### config.mk
export PLATFORM = sky130hd
export DESIGN_NAME = fir_filter_flat
export DESIGN_NICKNAME = d
export VERILOG_FILES = /design/src/rtl/fir_filter_if.sv /design/src/rtl/fir_filter.sv /design/src/flat_wrapper.sv
export SDC_FILE = /design/constraint.sdc
export NUM_CORES = 1
export LEC_CHECK = 0
export ABC_AREA = 0
export BUFFER_PORTS_ARGS = -buffer_cell sky130_fd_sc_hd__buf_2
export CORE_UTILIZATION = 58
export DETAILED_ROUTE_END_ITERATION = 10
export GPL_ROUTABILITY_DRIVEN = 1
export MAX_ROUTING_LAYER = met4
export PLACE_DENSITY = 0.86
export SYNTH_ARGS = -nofsm -noshare
export SYNTH_HDL_FRONTEND = slang
export SYNTH_SLANG_ARGS = --single-unit
### constraint.sdc
create_clock -name clk -period 13 [get_ports clk]
set_input_delay 2.6 -clock clk [delete_from_list [all_inputs] [get_ports clk]]
set_output_delay 2.6 -clock clk [all_outputs]
set_load 0.02 [all_outputs]
### src/rtl/fir_filter_if.sv
// Bus bundle for the five-tap FIR filter: an 8-bit input bus shared by
// coefficients and samples, plus the registered result and status flags.
interface fir_filter_if;
  // coef_enable / sample_enable qualify data_in on the rising edge they are
  // sampled. There is no ready: the filter always accepts. out_enable is a
  // one-cycle strobe meaning data_out carries a fresh result.
  logic [7:0]  data_in;
  logic        coef_enable;
  logic        sample_enable;
  logic [15:0] data_out;
  logic        out_enable;
  logic        error;

  modport master (
    output data_in, coef_enable, sample_enable,
    input  data_out, out_enable, error
  );

  modport slave (
    input  data_in, coef_enable, sample_enable,
    output data_out, out_enable, error
  );
endinterface

### src/rtl/fir_filter.sv
// Five-tap direct-form FIR filter with serially loadable coefficients and a
// sticky protocol-error state. The state output exposes the FSM for checkers.
module fir_filter (
  input  logic         clk,
  input  logic         reset,
  fir_filter_if.slave  bus,
  output logic [1:0]   state
);
  typedef enum logic [1:0] {
    IDLE  = 2'd0,
    LOAD  = 2'd1,
    RUN   = 2'd2,
    ERROR = 2'd3
  } state_t;

  state_t      st;
  logic [7:0]  coeff [5];
  logic [7:0]  s [5];
  logic [2:0]  count_coeff;
  logic [7:0]  s_next [5];
  logic [18:0] acc;
  logic [15:0] y;

  assign state = st;

  // The result uses the delay line as it will look after this edge's shift.
  always_comb begin
    s_next[0] = bus.data_in;
    for (int i = 1; i < 5; i++) s_next[i] = s[i-1];
    acc = '0;
    for (int i = 0; i < 5; i++) acc = acc + 19'(16'(coeff[i]) * 16'(s_next[i]));
    y = acc[15:0];
  end

  always_ff @(posedge clk) begin
    if (reset) begin
      st           <= IDLE;
      count_coeff  <= '0;
      bus.data_out <= '0;
      bus.out_enable <= 1'b0;
      bus.error    <= 1'b0;
      for (int i = 0; i < 5; i++) begin
        coeff[i] <= '0;
        s[i]     <= '0;
      end
    end else begin
      bus.out_enable <= 1'b0;
      case (st)
        IDLE: begin
          if (bus.coef_enable) begin
            coeff[0]    <= bus.data_in;
            count_coeff <= 3'd1;
            st          <= LOAD;
          end
        end
        LOAD: begin
          if (bus.coef_enable && !bus.sample_enable) begin
            for (int i = 1; i < 5; i++)
              if (count_coeff == 3'(i)) coeff[i] <= bus.data_in;
            if (count_coeff == 3'd4) begin
              count_coeff <= '0;
              st          <= RUN;
            end else begin
              count_coeff <= count_coeff + 3'd1;
            end
          end else begin
            st        <= ERROR;
            bus.error <= 1'b1;
          end
        end
        RUN: begin
          // A reload wins over a simultaneous sample and restarts from silence.
          if (bus.coef_enable) begin
            coeff[0]    <= bus.data_in;
            count_coeff <= 3'd1;
            for (int i = 0; i < 5; i++) s[i] <= '0;
            st          <= LOAD;
          end else if (bus.sample_enable) begin
            for (int i = 0; i < 5; i++) s[i] <= s_next[i];
            bus.data_out   <= y;
            bus.out_enable <= 1'b1;
          end
        end
        default: st <= ERROR;
      endcase
    end
  end
endmodule

### src/flat_wrapper.sv
// flat-port wrapper written by rule: the top's interface ports become plain ports
module fir_filter_flat 
  (clk, reset, state, bus_data_in, bus_coef_enable, bus_sample_enable, bus_data_out, bus_out_enable, bus_error);
  fir_filter_if bus_i ();
  input  logic clk;
  input  logic reset;
  output logic [1:0] state;
  input wire logic [$bits(bus_i.data_in)-1:0] bus_data_in;
  input wire logic [$bits(bus_i.coef_enable)-1:0] bus_coef_enable;
  input wire logic [$bits(bus_i.sample_enable)-1:0] bus_sample_enable;
  output wire logic [$bits(bus_i.data_out)-1:0] bus_data_out;
  output wire logic [$bits(bus_i.out_enable)-1:0] bus_out_enable;
  output wire logic [$bits(bus_i.error)-1:0] bus_error;
  assign bus_i.data_in = bus_data_in;
  assign bus_i.coef_enable = bus_coef_enable;
  assign bus_i.sample_enable = bus_sample_enable;
  assign bus_data_out = bus_i.data_out;
  assign bus_out_enable = bus_i.out_enable;
  assign bus_error = bus_i.error;
  fir_filter u_core (.clk(clk), .reset(reset), .bus(bus_i), .state(state));
endmodule
==> qor.json, run 1 <==
{
  "synthesis.area_um2": 14410,
  "tritoncts.num_buffers": 9,
  "placement_rows": 57,
  "postLayoutCoreUtil_pct": 62.51,
  "run_status": "finished, final reports clean",
  "post_synth_inst_count": 1439,
  "antenna_found_initial": 0,
  "layout_common_cells": "sky130_fd_sc_hd__inv_1 (368), sky130_fd_sc_hd__fa_1 (280), sky130_fd_sc_hd__and2_1 (197), sky130_fd_sc_hd__nand2_1 (161), sky130_fd_sc_hd__ha_1 (143)",
  "post-route-min-period_ns": 8.477,
  "post_dp_hpwl_um": 28010,
  "fin_tns_setup_ns": 0,
  "fp.dieH_um": 159.6,
  "detailed_place.area_um2": 14880,
  "finalMaxSlewViolations": 0,
  "ys.warnings.count": 0,
  "overflow": 0,
  "coreArea_um2": 24320,
  "depth_of_the_cts_h_tree": 3,
  "vias_per_cell": 5.595,
  "chipWidth_um": 159.6,
  "highest_clock_rate_mhz": 118.0,
  "cts-resized-gates": 0,
  "layout_commonest_cell": "sky130_fd_sc_hd__inv_1",
  "worst-slew-pin-transition_ns": 0.8590,
  "initial_core_utilization_pct": 59.27,
  "worst_clock_skew_ns": 0.008926,
  "synth_flop_type": "sky130_fd_sc_hd__edfxtp_1",
  "synth-edff-count": 72,
  "cp_slowest_stage_delay_ns": 0.55,
  "crit_family": "adder cells",
  "post_synth_main_area_contributors": "sky130_fd_sc_hd__fa_1 (39%), sky130_fd_sc_hd__edfxtp_1 (15%), sky130_fd_sc_hd__ha_1 (12%)",
  "timing.critical_path.fanout_max": 11,
  "cellPowerDensity_nw_per_um2": 241.5,
  "cp_common_cell": "sky130_fd_sc_hd__fa_1",
  "synthDominantAreaCellType": "sky130_fd_sc_hd__fa_1",
  "drt-initial-drc-count": 729,
  "ys_seq_area_share_pct": 18.19,
  "clkSinkCount": 95,
  "worst-setup-path-type": "input pin to flop",
  "peakVddDrop_mv": 0.4499,
  "cts.clk_slew.worst_paths_ns": 0.08,
  "hold_buffers": 0,
  "grt_pass1_wl_um": 56490,
  "syn2layout_area_growth_pct": 5.477,
  "layout-drive-gt1-share_pct": 3.918,
  "cap_viol_max_count": 0,
  "detailroute.via_count": 9953,
  "rsz0062_at_grt": "no",
  "synth_nets": 1874,
  "syn_avg_cell_area_um2": 10.02,
  "cp_cell_sequence": "buf_2 -> nand2_1 -> fa_1 -> fa_1 -> inv_1 -> fa_1 -> inv_1 -> fa_1 -> inv_1 -> fa_1 -> fa_1 -> fa_1 -> inv_1 -> fa_1 -> inv_1 -> ha_1 -> o21ai_0 -> nand2b_1 -> a31oi_1 -> a31oi_1 -> xnor2_1 -> a22o_1",
  "grtUsageTotal_pct": 30.15,
  "drt_drc_violations_left": 0,
  "critPathBufInv": 6,
  "ctsLongestPathBuffers": 2,
  "insertedDiodeCount": 0,
  "nets": 1885,
  "cellLeakagePower_nw": 7.385,
  "clk_root_buffer_cell": "sky130_fd_sc_hd__clkbuf_16",
  "tritoncts": "done",
  "drt-total-wl_um": 34760,
  "hold_class": "flop to flop",
  "final-instance-count-excl-fill": 1779,
  "boundaryPins": 32,
  "io_buffer_count": 31,
  "cp.required_ns": 13.26,
  "cp_data_arrival_time_ns": 8.74,
  "setup_viol": 0,
  "worstSetupStartpointType": "input pin",
  "critPathCaptureType": "flop",
  "synthesized_flop_and_latch_total": 95,
  "first_global_vias": 10960,
  "placed_cells_incl_taps": 1763,
  "ys_async_sr_fraction_pct": 0,
  "ant_nets": 0,
  "finalHoldViolCount": 0,
  "grt_start_max_net_pins": 49,
  "maxSlewHeadroom_pct": 42.73,
  "slowest_stage": "sky130_fd_sc_hd__fa_1",
  "source_to_sink_clock_delay_at_the_later_pin_of_the_worst_skew_pair_ns": 0.36,
  "yosysUniqueCellTypes": 45,
  "avgRoutedWirePerCell_um": 19.54,
  "design.die.area_um2": 25490,
  "drtPass1Iterations": 5,
  "final_cell_area_um2": 15200,
  "synth_top_area_share_pct": 38.89,
  "period_share_pct": 65.20,
  "place_congestion": 0.9342,
  "final.hold.worst_slack_ns": 0.4513,
  "post-cts-setup-buffers": 0
}
-- cells in the mapped netlist (3+ instances only) --
| cell | number |
|---|---|
| sky130_fd_sc_hd__o21ai_0 | 9 |
| sky130_fd_sc_hd__nand2b_1 | 4 |
| sky130_fd_sc_hd__nor3_1 | 5 |
| sky130_fd_sc_hd__xnor2_1 | 18 |
| sky130_fd_sc_hd__nand4_1 | 3 |
| sky130_fd_sc_hd__a21oi_1 | 22 |
| sky130_fd_sc_hd__inv_1 | 368 |
| sky130_fd_sc_hd__dfxtp_1 | 23 |
| sky130_fd_sc_hd__and3_1 | 42 |
| sky130_fd_sc_hd__clkbuf_1 | 29 |
| sky130_fd_sc_hd__a31oi_1 | 5 |
| sky130_fd_sc_hd__a211oi_1 | 3 |
| sky130_fd_sc_hd__edfxtp_1 | 72 |
| sky130_fd_sc_hd__nor2_1 | 15 |
| sky130_fd_sc_hd__and2_1 | 197 |
| sky130_fd_sc_hd__nand2_1 | 161 |
| sky130_fd_sc_hd__ha_1 | 143 |
| sky130_fd_sc_hd__buf_2 | 4 |
| sky130_fd_sc_hd__a21o_1 | 4 |
| sky130_fd_sc_hd__fa_1 | 280 |
-- stage by stage --
step	setup slack (ns)	power (W)
floorplan	4.503	0.002591
global placement	4.284	0.003190
detailed placement	4.192	0.003315
CTS	4.543	0.003642
global route	4.249	0.004040
finish	4.523	0.003672
-- power by group --
group	total, W	switching (W)	internal, W
logic	0.00298	0.00175	0.00122
registers	0.000395	0.0000421	0.000353
clock network	0.000301	0.000131	0.000170
-- logic make-up (layout without fill, tap and decap cells) --
family	count (synthesis)	in the layout	share of synthesized area, %
buffers and inverters	402	418	10.51
AND/OR/NAND/NOR	438	438	16.02
multiplexers	2	2	0.1476
flip-flops	95	95	18.19
AO/OA/AOI/OAI	59	59	2.604
XOR/XNOR	20	20	1.215
adder cells (fa/ha/maj)	423	423	51.30
-- state kept, by name (all words and copies together), names as in the netlist --
name                   flops
u_core.bus.out_enable      1
u_core.state               2
u_core.bus.data_out       16
u_core.s                  32
u_core.bus.error           1
u_core.count_coeff         3
u_core.coeff              40
-- area by class of cell --
class	count	area, µm²
inverter	368	1381
clock inverter	6	91.34
timing repair buffer	34	177.7
fill	1817	9116
multi-input combinational	942	10300
sequential	95	2623
clock buffer	10	229.0
tap	324	405.4
-- worst paths after layout --
| check | start | end | slack [ns] | cells past startpoint |
|---|---|---|---|---|
| setup reg to reg | u_core.s[0][19] | u_core.bus.data_out[15] | 6.18 | 21 |
| setup / recovery | bus_data_in[4] | u_core.bus.data_out[15] | 4.52 | 22 |
| hold reg to reg | u_core.bus.data_out[9] | u_core.bus.data_out[9] | 0.45 | 2 |
| hold / removal | u_core.bus.data_out[9] | u_core.bus.data_out[9] | 0.45 | 2 |
-- worst reg2reg max path, delay by kind of cell (launching register included) --
family | cells | cell delay (ns)
adder cells (fa/ha/maj) | 9 | 4.59
AO/OA/AOI/OAI | 4 | 0.83
flip-flops | 1 | 0.63
buffers and inverters | 5 | 0.27
AND/OR/NAND/NOR | 2 | 0.25
XOR/XNOR | 1 | 0.15
-- per-layer routing --
layer,global-route usage (%),part of all wire (%)
met4,17.53,5.6
met3,5.039,8.0
met2,49.50,50
met5,-,0
met1,35.14,36
(Power assumes the default switching activity.)
==> run 2: changes to the inputs <==
Settings changed: ABC_AREA 0 to 1, PLACE_DENSITY 0.86 to 0.89.
Clock period 13 ns to 7.1 ns, I/O delays scaled along.
==> run 2 against run 1 <==
First-iteration DRC count is 28% higher. Power increased by 120%. Global-route usage is 0.90 points higher. Sequential share of layout area is 0.73 points lower. Utilization hardly changed. Routed wire length up 7.7%. Sequential power rose by 88%. Cell count increased by 19%. Cell area increased by 4.4%. Largest power group unchanged.
==> qor.json, run 2 <==
{
  "yosysUniqueCellTypes": 35,
  "synth_adder_area_share_pct": 48.95,
  "cp.required_ns": 7.35,
  "cp_data_arrival_time_ns": 7.06,
  "layout_common_cells": "sky130_fd_sc_hd__inv_1 (632), sky130_fd_sc_hd__nand2_1 (423), sky130_fd_sc_hd__fa_1 (279), sky130_fd_sc_hd__ha_1 (140), sky130_fd_sc_hd__edfxtp_1 (72)",
  "cp_common_cell": "sky130_fd_sc_hd__fa_1",
  "clk_root_buffer_cell": "sky130_fd_sc_hd__clkbuf_16",
  "detailed_place.area_um2": 15520,
  "share_clk_of_total_power_pct": 6.6,
  "ys_async_sr_fraction_pct": 0,
  "io_buffer_count": 31,
  "ys.warnings.count": 0,
  "worstSetupStartpointType": "input pin",
  "finalMaxSlewViolations": 0,
  "combPwrFrac_pct": 84.2,
  "setup_viol": 0,
  "cellLeakagePower_nw": 9.284,
  "placed_cells_incl_taps": 2105,
  "rsz0062_at_grt": "no",
  "syn2layout_area_growth_pct": 5.119,
  "worst-setup-path-type": "input pin to flop",
  "depth_of_the_cts_h_tree": 3,
  "tritoncts.num_buffers": 9,
  "overflow": 0,
  "initial_core_utilization_pct": 59.47,
  "critPathCaptureType": "flop",
  "cellPowerDensity_nw_per_um2": 510.9,
  "highest_clock_rate_mhz": 146.8,
  "place_congestion": 0.9332,
  "syn_avg_cell_area_um2": 8.369,
  "synthDominantAreaCellType": "sky130_fd_sc_hd__fa_1",
  "first_global_vias": 12170,
  "largest_register_ffs": 40,
  "synth_flop_type": "sky130_fd_sc_hd__edfxtp_1",
  "hold_buffers": 0,
  "timing.critical_path.fanout_max": 6,
  "ys_seq_area_share_pct": 17.36,
  "avgRoutedWirePerCell_um": 17.65,
  "peakVddDrop_mv": 0.9526,
  "drtPass1Iterations": 6,
  "post_synth_inst_count": 1805,
  "grt_start_max_net_pins": 41,
  "worst-slew-pin-transition_ns": 1.006,
  "ff2ff_setup_slack_ns": 0.80,
  "post-route-min-period_ns": 6.811,
  "vias_per_cell": 5.306,
  "period_share_pct": 95.93,
  "synth_xor_area_share_pct": 0.4638,
  "layout_commonest_cell": "sky130_fd_sc_hd__inv_1",
  "hold_class": "flop to flop",
  "switching_share_pct": 50.86,
  "antenna_found_initial": 0,
  "cap_viol_max_count": 0,
  "final_cell_area_um2": 15880,
  "run_status": "finished, final reports clean",
  "placement_rows": 58,
  "drt-total-wl_um": 37440,
  "synth-edff-count": 72,
  "registers.top_by_ff_count": "u_core.coeff",
  "detailroute.via_count": 11250,
  "nets": 2221,
  "cp_slowest_stage_delay_ns": 0.57,
  "dominant_combinational_cell_family_by_area_after_synthesis": "adder cells",
  "post_dp_hpwl_um": 30380,
  "synth_nets": 2240,
  "synthesized_flop_and_latch_total": 95,
  "tritoncts": "done",
  "yosysMostFrequentCell": "sky130_fd_sc_hd__inv_1",
  "fp.dieH_um": 163.4,
  "coreArea_um2": 25400,
  "drt-initial-drc-count": 934,
  "synth.top_cells.by_count": "sky130_fd_sc_hd__inv_1 (632), sky130_fd_sc_hd__nand2_1 (423), sky130_fd_sc_hd__fa_1 (280)",
  "clkSinkCount": 95,
  "slowest_stage": "sky130_fd_sc_hd__fa_1",
  "layout.filler_cells": 1907,
  "synthesis.area_um2": 15110,
  "biggestRegsByFlops": "u_core.coeff x40, u_core.s x32, u_core.bus.data_out x16",
  "final-instance-count-excl-fill": 2121,
  "ant_nets": 0,
  "power_frac_seq_pct": 9.1,
  "insertedDiodeCount": 0,
  "post_synth_main_area_contributors": "sky130_fd_sc_hd__fa_1 (37%), sky130_fd_sc_hd__inv_1 (16%), sky130_fd_sc_hd__edfxtp_1 (14%)",
  "cp_cell_sequence": "clkbuf_4 -> buf_4 -> nand2_1 -> fa_1 -> inv_1 -> ha_1 -> fa_1 -> fa_1 -> inv_1 -> fa_1 -> inv_1 -> fa_1 -> fa_1 -> inv_1 -> fa_1 -> inv_1 -> ha_4 -> inv_1 -> o21ai_0 -> a31oi_1 -> nand3_1 -> nand3_1 -> nand3_1 -> nand2_1",
  "cts.clk_slew.worst_paths_ns": 0.07,
  "grt_pass1_wl_um": 59860,
  "maxSlewHeadroom_pct": 32.20,
  "design.die.area_um2": 26690,
  "drt_drc_violations_left": 0,
  "synth_simple_gate_area_share_pct": 12.98,
  "worst_clock_skew_ns": 0.01967,
  "boundaryPins": 32,
  "synth_top_area_share_pct": 37.11,
  "muxShareOfSynthArea_pct": 0,
  "grtUsageTotal_pct": 31.05,
  "chipWidth_um": 163.4,
  "finalHoldViolCount": 0,
  "source_to_sink_clock_delay_at_the_later_pin_of_the_worst_skew_pair_ns": 0.37,
  "fraction_of_the_mapped_netlist_area_in_compound_gates_pct": 2.129,
  "power.internal_w": 0.003987,
  "ctsLongestPathBuffers": 2,
  "switchingPower_w": 0.004126,
  "layout-drive-gt1-share_pct": 4.913
}
## run 2: cell count changes after synthesis, sizes merged, moves of 17 or more
| cell | previous run | this run |
|---|---|---|
| and3 | 42 | 0 |
| nand3 | 1 | 18 |
| nand2 | 161 | 424 |
| and2 | 197 | 0 |
| clkbuf | 30 | 81 |
| inv | 368 | 633 |
| nor2 | 16 | 55 |
## run 2: layer usage
metal / global-route usage, % / vias up / wire length [µm]
met5: - / - / 0
met4: 19.92 / 0 / 2598
met3: 5.256 / 183 / 3633
met2: 51.41 / 654 / 18520
met1: 34.83 / 5434 / 12680
li1: - / 4982 / -
## run 2: critical path: cells and delay by family
| family | cells | cell delay, ns |
|---|---|---|
| adder cells (fa/ha/maj) | 9 | 4.13 |
| buffers and inverters | 8 | 0.66 |
| AND/OR/NAND/NOR | 5 | 0.45 |
| AO/OA/AOI/OAI | 2 | 0.39 |
## run 2: repair_timing
action                                  in CTS  in global routing
gates resized for setup                      0                 10
buffers inserted                             0                  0
endpoints found under the setup margin       0                  8
## run 2: cell type report
| class | instances | area (µm²) | area share (%) |
|---|---|---|---|
| Multi-Input combinational cell | 989 | 9802 | 61.73 |
| Sequential cell | 95 | 2623 | 16.52 |
| Inverter | 634 | 2380 | 14.99 |
| Clock buffer | 10 | 229.0 | 1.442 |
| Timing Repair Buffer | 57 | 355.3 | 2.238 |
| Clock inverter | 6 | 77.57 | 0.4885 |
| Tap cell | 330 | 412.9 | 2.600 |
## run 2: logic make-up after synthesis
family	count (synthesis)
AND/OR/NAND/NOR	505
buffers and inverters	721
adder cells (fa/ha/maj)	423
XOR/XNOR	8
AO/OA/AOI/OAI	53
flip-flops	95
## run 2: per-stage QoR
step / setup WS (ns) / hold slack, ns / setup TNS [ns] / total power (W) / util [%]
after floorplan: 0.01751 / 0.4989 / 0 / 0.004916 / -
after global placement: -0.1191 / 0.4405 / -0.4412 / 0.007026 / 61.09
after detailed placement: -0.2061 / 0.4516 / -1.250 / 0.007129 / 61.09
after CTS: 0.1802 / 0.4689 / 0 / 0.007705 / 62.30
after global routing: 0.007348 / 0.4898 / 0 / 0.008957 / 62.52
final: 0.2886 / 0.4638 / 0 / 0.008113 / 62.52
## run 2: final timing paths
kind / from / end / cells after the start
max: bus_data_in[5] / u_core.bus.data_out[15] / 24
min: u_core.bus.data_out[4] / u_core.bus.data_out[4] / 2
max reg2reg: u_core.coeff[3][2] / u_core.bus.data_out[14] / 19
min reg2reg: u_core.bus.data_out[4] / u_core.bus.data_out[4] / 2
## run 2: power by group through the flow
stage	sequential [W]	combinational (W)	clock [W]
global route	0.000744	0.00766	0.000551
CTS	0.000735	0.00643	0.000539
global placement	0.000744	0.00628	0
detailed placement	0.000746	0.00638	0
floorplan	0.000697	0.00422	0
finish	0.000742	0.00683	0.000537
==> run 3: changes to the inputs <==
Settings changed: CORE_UTILIZATION 58 to 55, PLACE_DENSITY 0.89 to 0.85.
==> run 3 against run 2 <==
Global-route usage shrank 1.3 points. Clock power grew 5.2%. Sequential share of layout area shrank 0.066 points. Power grew 3.6%. Cell area grew 0.40%. Non-clock buffer count grew 6. Utilization shrank 3.4 points. Register-to-register slack gained 0.06 ns. Cell count grew 0.85%. Critical endpoint is now u_core.bus.data_out[13].
==> qor.json, run 3 (synthesis gave the netlist of run 2 again) <==
{
  "run_status": "finished, final reports clean",
  "registers.top_by_ff_count": "u_core.coeff",
  "rr_worst_depth": 22,
  "cellLeakagePower_nw": 9.325,
  "syn2layout_area_growth_pct": 5.541,
  "clk_root_buffer_cell": "sky130_fd_sc_hd__clkbuf_16",
  "share_clk_of_total_power_pct": 6.7,
  "cp.required_ns": 7.37,
  "tritoncts": "done",
  "post_dp_hpwl_um": 30840,
  "fp.dieH_um": 167.7,
  "placement_rows": 60,
  "period_share_pct": 96.22,
  "nets": 2227,
  "cts.clk_slew.worst_paths_ns": 0.08,
  "depth_of_the_cts_h_tree": 3,
  "worst-slew-pin-transition_ns": 1.157,
  "ctsLongestPathBuffers": 2,
  "rsz0062_at_grt": "no",
  "boundaryPins": 32,
  "antenna_found_initial": 1,
  "switching_share_pct": 49.83,
  "design.die.area_um2": 28130,
  "worst_hold_path.num_cells": 2,
  "hold_class": "flop to flop",
  "worst_clock_skew_ns": 0.01435,
  "setup_viol": 0,
  "clkSinkCount": 95,
  "postLayoutCoreUtil_pct": 59.16,
  "drt-initial-drc-count": 715,
  "finalMaxSlewViolations": 0,
  "peakVddDrop_mv": 1.059,
  "avgRoutedWirePerCell_um": 17.57,
  "hold_buffers": 0,
  "source_to_sink_clock_delay_at_the_later_pin_of_the_worst_skew_pair_ns": 0.37,
  "initial_core_utilization_pct": 56.05,
  "layout_common_cells": "sky130_fd_sc_hd__inv_1 (632), sky130_fd_sc_hd__nand2_1 (423), sky130_fd_sc_hd__fa_1 (280), sky130_fd_sc_hd__ha_1 (141), sky130_fd_sc_hd__edfxtp_1 (72)",
  "drt-total-wl_um": 37580,
  "place_congestion": 0.9327,
  "cp_data_arrival_time_ns": 7.10,
  "worst-setup-path-type": "input pin to flop",
  "post-route-min-period_ns": 6.831,
  "switchingPower_w": 0.004189,
  "coreArea_um2": 26950,
  "maxSlewHeadroom_pct": 22.04,
  "cap_viol_max_count": 0,
  "layout-drive-gt1-share_pct": 5.175,
  "ff2ff_setup_slack_ns": 0.86,
  "drtPass1Iterations": 5,
  "overflow": 0,
  "tritoncts.num_buffers": 9,
  "cellPowerDensity_nw_per_um2": 527.4,
  "combPwrFrac_pct": 84.5,
  "ant_nets": 0,
  "grtUsageTotal_pct": 29.71,
  "finalHoldViolCount": 0,
  "grt_pass1_wl_um": 61470,
  "power.internal_w": 0.004219,
  "worstSetupStartpointType": "input pin",
  "layout_commonest_cell": "sky130_fd_sc_hd__inv_1",
  "critPathCaptureType": "flop",
  "first_global_vias": 12290,
  "timing.critical_path.fanout_max": 6,
  "largest_register_ffs": 40,
  "vias_per_cell": 5.192,
  "io_buffer_count": 31,
  "detailroute.via_count": 11110,
  "power_frac_seq_pct": 8.8,
  "highest_clock_rate_mhz": 146.4,
  "placed_cells_incl_taps": 2121,
  "chipWidth_um": 167.7,
  "final-instance-count-excl-fill": 2139,
  "drt_drc_violations_left": 0,
  "grt_start_max_net_pins": 34,
  "biggestRegsByFlops": "u_core.coeff x40, u_core.s x32, u_core.bus.data_out x16"
}
[run 3: changes by cell type in the layout (fill, tap and decap cells not counted), sizes merged]
| cell | previous run | this run |
|---|---|---|
| buf | 55 | 63 |
| clkbuf | 12 | 11 |
| clkinv | 4 | 3 |
| diode | 0 | 1 |
[run 3: power groups by stage]
stage | Combinational, W | Clock, W | Sequential [W]
4_1_cts | 0.00682 | 0.000571 | 0.000734
6_report | 0.00710 | 0.000565 | 0.000739
3_5_place_dp | 0.00679 | 0 | 0.000745
2_1_floorplan | 0.00422 | 0 | 0.000697
5_1_grt | 0.00799 | 0.000585 | 0.000743
3_3_place_gp | 0.00676 | 0 | 0.000745
[run 3: worst max-delay path, stage by stage]
cell and delay, ns:
sky130_fd_sc_hd__buf_2 0.17, sky130_fd_sc_hd__buf_4 0.17, sky130_fd_sc_hd__nand2_1 0.07, sky130_fd_sc_hd__fa_1 0.52
sky130_fd_sc_hd__inv_1 0.04, sky130_fd_sc_hd__ha_1 0.30, sky130_fd_sc_hd__fa_1 0.55, sky130_fd_sc_hd__fa_1 0.58
sky130_fd_sc_hd__inv_1 0.07, sky130_fd_sc_hd__fa_1 0.49, sky130_fd_sc_hd__inv_1 0.05, sky130_fd_sc_hd__fa_1 0.46
sky130_fd_sc_hd__fa_1 0.52, sky130_fd_sc_hd__inv_1 0.05, sky130_fd_sc_hd__fa_1 0.47, sky130_fd_sc_hd__inv_1 0.05
sky130_fd_sc_hd__ha_1 0.32, sky130_fd_sc_hd__nand2_1 0.10, sky130_fd_sc_hd__buf_4 0.14, sky130_fd_sc_hd__nor2_1 0.13
sky130_fd_sc_hd__nand3_1 0.09, sky130_fd_sc_hd__nand3_1 0.12, sky130_fd_sc_hd__a21oi_1 0.07, sky130_fd_sc_hd__o21ai_1 0.08
sky130_fd_sc_hd__nand2_1 0.06
[run 3: cell type report]
type                    instances  area, µm²
clock buffers                  11      252.7
clock inverters                 5      75.07
repair buffers                 63      395.4
well taps                     341      426.7
diodes                          1      2.502
multi-input cells             989       9788
flip-flops and latches         95       2623
fillers                      2196      11010
inverters                     634       2380
[run 3: path summary, 6_finish.rpt]
kind                              to                   start
max          u_core.bus.data_out[13]          bus_data_in[5]
min reg2reg   u_core.bus.data_out[5]  u_core.bus.data_out[5]
min           u_core.bus.data_out[5]  u_core.bus.data_out[5]
max reg2reg   u_core.bus.data_out[9]          u_core.s[0][9]
[run 3: layer usage]
| layer | up-vias | global-route usage, % | routed length, µm |
|---|---|---|---|
| li1 | 4995 | - | - |
| met1 | 5416 | 33.96 | 13430 |
| met2 | 527 | 49.37 | 18700 |
| met3 | 167 | 4.656 | 2907 |
| met4 | 0 | 17.99 | 2542 |
| met5 | - | - | 0 |
[run 3: what timing repair did]
action | CTS | global route
buffers inserted | 0 | 1
endpoints found under the setup margin | 0 | 3
resized for setup | 0 | 6
[run 3: per-stage QoR]
stage | power, W | cell area (µm²) | worst slack [ns] | hold slack (ns) | TNS (ns)
floorplan | 0.004916 | 15110 | 0.01751 | 0.4989 | 0
global placement | 0.007507 | 15570 | -0.1024 | 0.4373 | -0.4900
detailed placement | 0.007530 | 15570 | -0.1597 | 0.4455 | -0.9287
CTS | 0.008128 | 15900 | 0.2370 | 0.4662 | 0
global route | 0.009316 | 15940 | 0.001529 | 0.4887 | 0
finish | 0.008408 | 15940 | 0.2686 | 0.4618 | 0
